$ cat src/rtl/ser_tx_multi.sv
// ser_tx_multi: parametrised parallel-in/serial-out frame transmitter.
// CHANNELS holding registers of WIDTH bits are loaded in parallel while idle,
// then sent as one frame (channel 0 first), optionally followed by a parity bit.
// Bits are picked by index rather than shifted out, so the registers keep
// their contents and a second start resends the same frame.
module ser_tx_multi #(
  parameter int WIDTH      = 4,
  parameter int CHANNELS   = 4,
  parameter int MSB_FIRST  = 0,
  parameter int PARITY_EN  = 0,
  parameter int PARITY_ODD = 0,
  localparam int BW = (WIDTH > 1) ? $clog2(WIDTH) : 1,
  localparam int CW = (CHANNELS > 1) ? $clog2(CHANNELS) : 1
) (
  input  logic                         clk,
  input  logic                         clr_n,
  input  logic [WIDTH*CHANNELS-1:0]    din,
  input  logic [CHANNELS-1:0]          ld,
  input  logic                         transmit,
  output logic                         tx_data,
  output logic                         tx_valid,
  output logic                         TC,
  output logic [BW-1:0]                bit_idx,
  output logic [CW-1:0]                word_idx,
  output logic                         busy,
  output logic                         done
);

  localparam logic [1:0] S_IDLE   = 2'd0;
  localparam logic [1:0] S_SHIFT  = 2'd1;
  localparam logic [1:0] S_PARITY = 2'd2;
  localparam logic [1:0] S_DONE   = 2'd3;

  localparam logic [BW-1:0] LAST_BIT  = BW'(WIDTH - 1);
  localparam logic [CW-1:0] LAST_WORD = CW'(CHANNELS - 1);

  // Frame parity over every register bit; odd parity inverts the XOR.
  function automatic logic calc_parity(input logic [WIDTH*CHANNELS-1:0] v);
    logic odd_s;
    odd_s = (PARITY_ODD != 0) ? 1'b1 : 1'b0;
    return (^v) ^ odd_s;
  endfunction

  logic [1:0]                  state_q, state_d;
  logic [BW-1:0]               bit_idx_q, bit_idx_d;
  logic [CW-1:0]               word_idx_q, word_idx_d;
  logic [WIDTH*CHANNELS-1:0]   chan_q, chan_d;

  logic                        last_bit_s;
  logic                        last_word_s;
  logic [WIDTH-1:0]            cur_chan_s;
  logic                        cur_bit_s;

  assign last_bit_s  = (bit_idx_q == LAST_BIT);
  assign last_word_s = (word_idx_q == LAST_WORD);

  // Select the channel addressed by word_idx and the bit addressed by bit_idx.
  always_comb begin
    cur_chan_s = {WIDTH{1'b0}};
    cur_bit_s  = 1'b0;
    for (int i = 0; i < CHANNELS; i++) begin
      if (word_idx_q == CW'(i)) begin
        cur_chan_s = chan_q[i*WIDTH +: WIDTH];
      end else begin
        cur_chan_s = cur_chan_s;
      end
    end
    for (int b = 0; b < WIDTH; b++) begin
      if (bit_idx_q == BW'(b)) begin
        cur_bit_s = (MSB_FIRST != 0) ? cur_chan_s[WIDTH-1-b] : cur_chan_s[b];
      end else begin
        cur_bit_s = cur_bit_s;
      end
    end
  end

  // Next-state, counter and register-load logic.
  always_comb begin
    state_d    = state_q;
    bit_idx_d  = bit_idx_q;
    word_idx_d = word_idx_q;
    chan_d     = chan_q;
    case (state_q)
      S_IDLE: begin
        // Loads land on the same edge that starts a frame, so the frame
        // carries freshly loaded data.
        for (int i = 0; i < CHANNELS; i++) begin
          if (ld[i]) begin
            chan_d[i*WIDTH +: WIDTH] = din[i*WIDTH +: WIDTH];
          end else begin
            chan_d[i*WIDTH +: WIDTH] = chan_q[i*WIDTH +: WIDTH];
          end
        end
        if (transmit) begin
          state_d    = S_SHIFT;
          bit_idx_d  = {BW{1'b0}};
          word_idx_d = {CW{1'b0}};
        end else begin
          state_d    = S_IDLE;
        end
      end
      S_SHIFT: begin
        if (last_bit_s) begin
          bit_idx_d = {BW{1'b0}};
          if (last_word_s) begin
            word_idx_d = {CW{1'b0}};
            state_d    = (PARITY_EN != 0) ? S_PARITY : S_DONE;
          end else begin
            word_idx_d = word_idx_q + CW'(1);
          end
        end else begin
          bit_idx_d = bit_idx_q + BW'(1);
        end
      end
      S_PARITY: begin
        state_d = S_DONE;
      end
      S_DONE: begin
        state_d = S_IDLE;
      end
      default: begin
        state_d    = S_IDLE;
        bit_idx_d  = {BW{1'b0}};
        word_idx_d = {CW{1'b0}};
      end
    endcase
  end

  // State, counters and channel registers; reset aborts any frame.
  always_ff @(posedge clk or negedge clr_n) begin
    if (!clr_n) begin
      state_q    <= S_IDLE;
      bit_idx_q  <= {BW{1'b0}};
      word_idx_q <= {CW{1'b0}};
      chan_q     <= {(WIDTH*CHANNELS){1'b0}};
    end else begin
      state_q    <= state_d;
      bit_idx_q  <= bit_idx_d;
      word_idx_q <= word_idx_d;
      chan_q     <= chan_d;
    end
  end

  // Output decode from registered state only.
  always_comb begin
    tx_data  = 1'b0;
    tx_valid = 1'b0;
    TC       = 1'b0;
    busy     = 1'b0;
    done     = 1'b0;
    case (state_q)
      S_SHIFT: begin
        tx_data  = cur_bit_s;
        tx_valid = 1'b1;
        TC       = last_bit_s & last_word_s;
        busy     = 1'b1;
      end
      S_PARITY: begin
        tx_data  = calc_parity(chan_q);
        tx_valid = 1'b1;
        busy     = 1'b1;
      end
      S_DONE: begin
        done = 1'b1;
      end
      default: begin
        tx_data  = 1'b0;
        tx_valid = 1'b0;
      end
    endcase
  end

  assign bit_idx  = bit_idx_q;
  assign word_idx = word_idx_q;

endmodule
$ cat config.mk
export PLATFORM = sky130hd
export DESIGN_NAME = ser_tx_multi
export DESIGN_NICKNAME = d
export VERILOG_FILES = /design/src/rtl/ser_tx_multi.sv
export SDC_FILE = /design/constraint.sdc
export NUM_CORES = 1
export LEC_CHECK = 0
export CAP_MARGIN = 5
export CORE_MARGIN = 3
export CORE_UTILIZATION = 51
export CTS_BUF_LIST = sky130_fd_sc_hd__clkbuf_4 sky130_fd_sc_hd__clkbuf_8
export CTS_CLUSTER_DIAMETER = 200
export DETAILED_ROUTE_END_ITERATION = 6
export PLACE_DENSITY = 0.81
export RECOVER_POWER = 25
export SLEW_MARGIN = 10
export SYNTH_ARGS = -nofsm -noshare
export SYNTH_HDL_FRONTEND = slang
export SYNTH_SLANG_ARGS = --single-unit
$ cat constraint.sdc
create_clock -name clk -period 2.29 [get_ports clk]
set_input_delay 0.458 -clock clk [delete_from_list [all_inputs] [get_ports clk]]
set_output_delay 0.458 -clock clk [all_outputs]
set_load 0.02 [all_outputs]
==> key figures <==
Timing
  • RSZ-0062 raised after global routing: true
  • Slew Limit Fails: 0
  • Crit share post-route: 111%
  • Fmax: 393 MHz
  • Clock period minus worst slack: 2.54 ns
  • Final setup vio count: 1
  • Final Hold Vio Count: 0
  • Worst setup margin: -0.254 ns
  • Worst Max-Slew Pin Slew: 1.19 ns
  • Hold_ws: 0.575 ns
  • Clk_skew: 0.00280 ns
  • Max-slew headroom: 20.7%

Worst setup path
  • Reg-to-Reg End: word_idx[1]
  • CP arrival: 2.09 ns
  • Setup crit start kind: flop
  • Crit path max-delay cell type: dfrtp_2
  • R2R Setup Slk: 0.64 ns
  • Critical Path Max Stage Delay: between 0.4 and 0.5 ns
  • RR Startpoint: state_q[0]
  • R2R depth: 5
  • Worst path required time: 1.83 ns
  • Max FO, Critical Path: 8
  • Crit-path cells: ha_4 > a211oi_2 > o21ai_1 > a311o_1 > a31oi_1 > o22ai_2 > buf_6
  • Top delay family on crit path: compound AO/OA/AOI/OAI gates
  • Critical setup path kind: reg -> out
  • Critical path capture point type: output port
  • WP buf/inv: 1

Final layout
  • Area Overhead vs Synth: 43.4%
  • Most common cell after layout, fill and taps aside: clkdlybuf4s50_1
  • FF+latch area: 553 um^2
  • # nets final: 207
  • Non-filler instance count after layout: 200
  • Area taken by multi-input logic gates: 877 um^2
  • Layout fillers: 178
  • Commonest non-fill, non-tap cells in the layout: clkdlybuf4s50_1 (26), dfrtp_1 (20), mux2_2 (17)
  • Fin util: 77.8%
  • Share of cells above drive strength 1: ~32%
  • Antenna cells: 0

Min path
  • Min-Delay Path Class: reg -> reg
  • Worst hold stages: 1
  • Hold Path Origin: chan_q[12]
  • Hold Path Sink: chan_q[12]

Clocking
  • TritonCTS Buffers: 3
  • CTS tree: yes
  • CTS Buffer Depth: 2
  • Hold Buf Count CTS: 0
  • Clock-pin slew on the worst setup and hold paths: 0.11 ns
  • H-tree depth: 1
  • Root Driver: clkbuf_4
  • Clock sink total: 22
  • Worst-Skew Late Latency: 0.31 ns

Synthesis
  • Post-synthesis register bit count: 22
  • Mapped Cells: 123
  • Sequential share of the synthesized area: 40.2%
  • YS warnings: 0
  • Mean Syn Cell Area: 11.1 um^2
  • Leading post-synthesis cells by cell area: dfrtp_1 (40%), mux2_2 (14%), ha_1 (11%), xnor2_1 (7.0%), nand2_1 (3.0%)
  • Synth area leader: dfrtp_1
  • Count of cell types in the netlist: 33
  • Syn nets: 158
  • Mapped cell area: between 1000 and 1500 um^2
  • Yosys top cell area share: 40.2%

Placement
  • Post-Place Setup Slack: -0.446 ns
  • IO buf count: 31
  • Gpl congestion: 0.813
  • Inst Count DP: roughly 190
  • Post-DP HPWL: 2.39 mm

GRT
  • Total track usage: roughly a fifth
  • Initial antenna violation count: 0
  • Largest net degree at the start of global routing: 23
  • Vias in the first global route: around 1,100
  • Grt ovf: 0
  • First-pass GRT wire length: about 5 mm

Status
  • Failing checks: negative setup slack
  • Outcome: finished, violations left

Routing
  • Initial DRC count: 45
  • Drt pass-1 iters: 5
  • Routed WL: 3.18 mm
  • Vias post-DR: 1,093
  • Drc violations: 0
  • WL per Instance: 15.9 um
  • Vias/cell: 5.47
  • Post-DRT Antenna Nets: 0

Flow run
  • MaxCap Viol Count: 0

Power
  • Pwr Density: approximately 1600 nW/um^2
  • Worst vdd ir: 1.68 mV
  • Lkg Pwr: 0.831 nW
  • Post-layout power: 3.14 mW

Floorplan
  • Die width: 57.8 um
  • Core box area: 2520 um^2
  • Die area: 3340 um^2
  • Site row count: 18
  • Die Height: slightly below 60 um
  • Starting density of the core: between 50% and 60%
  • Num ports: 32
cell type report:
cell class                      count  share of cell area (%)
Timing Repair Buffer               47                    22.4
Multi-Input combinational cell     90                    44.7
Sequential cell                    22                    28.2
Tap cell                           30                    1.91
Clock buffer                        3                    1.15
Inverter                            8                    1.66
Yosys cell counts, drive strengths merged:
library cell and instances:
clkbuf 1, and3 1, a21boi 1, nand2b 1, a221oi 3, a211oi 2, o211ai 1, nor2b 4
o21ai 6, a21oi 1, xnor2 13, dfrtp 22, a32o 2, mux2 17, nand3 2, ha 12
o22ai 1, a31oi 1, nand2 11, o311ai 1, a22o 2, nor2 2, nand3b 1, xor2 2
mux2i 1, o31ai 1, a311o 1, buf 2, inv 8
worst max-delay path by stage:
| stage | end | cells past startpoint | from |
|---|---|---|---|
| 2_1_floorplan | tx_data | 7 | word_idx[0] |
| 3_3_place_gp | tx_data | 8 | word_idx[0] |
| 3_5_place_dp | tx_data | 8 | word_idx[0] |
| 4_1_cts | tx_data | 8 | word_idx[1] |
| 5_1_grt | tx_data | 7 | word_idx[0] |
| 6_report | tx_data | 7 | word_idx[0] |
where the power goes:
| group | internal (mW) | switching (mW) |
|---|---|---|
| sequential | 0.579 | 0.220 |
| combinational | 1.18 | 0.990 |
| clock | 0.0615 | 0.113 |
worst register-to-register path, cell delays in order, from the launching register on:
cell and delay [ns]:
dfrtp_1 0.41, inv_1 0.09, ha_1 0.34, nand2b_1 0.22, o21ai_0 0.21, a22o_1 0.29
metrics by stage:
step	TNS, ns	instance area (um^2)
3_3_place_gp	-0.403	1800
4_1_cts	-0.267	1920
5_1_grt	-0.322	1960
2_1_floorplan	0	1380
6_report	-0.254	1960
3_5_place_dp	-0.446	1800
metal layers:
layer	vias up	part of all wire, %	GRT usage (%)
met2	38	51	34.0
li1	527	-	-
met5	-	0	0
met4	0	1.5	7.28
met3	7	5.3	2.67
met1	521	42	24.9
state kept, by name, summed over array words and instances (netlist names):
signal / cells
bit_idx: 2
chan_q: 16
state_q: 2
word_idx: 2
kinds of logic (layout without fill, tap and decap cells):
| family | Yosys count | in the layout | synth area share [%] |
|---|---|---|---|
| xor gates and xnor gates | 15 | 15 | 10.7 |
| DFF | 22 | 22 | 40.2 |
| AOI/OAI and AO/OA | 23 | 23 | 12.3 |
| and+or+nand+nor | 22 | 22 | 7.77 |
| muxes | 18 | 18 | 14.7 |
| buffers and inverters | 11 | 58 | 3.38 |
| adders and majority gates | 12 | 12 | 11.0 |
repair_timing:
action | in CTS | in global routing
cloned | 0 | 0
resized for setup | 25 | 11
setup endpoints to repair | 2 | 4
pin swaps | 6 | 7
setup buffers | 4 | 0
Note: power is estimated with default switching activity, not from simulation.
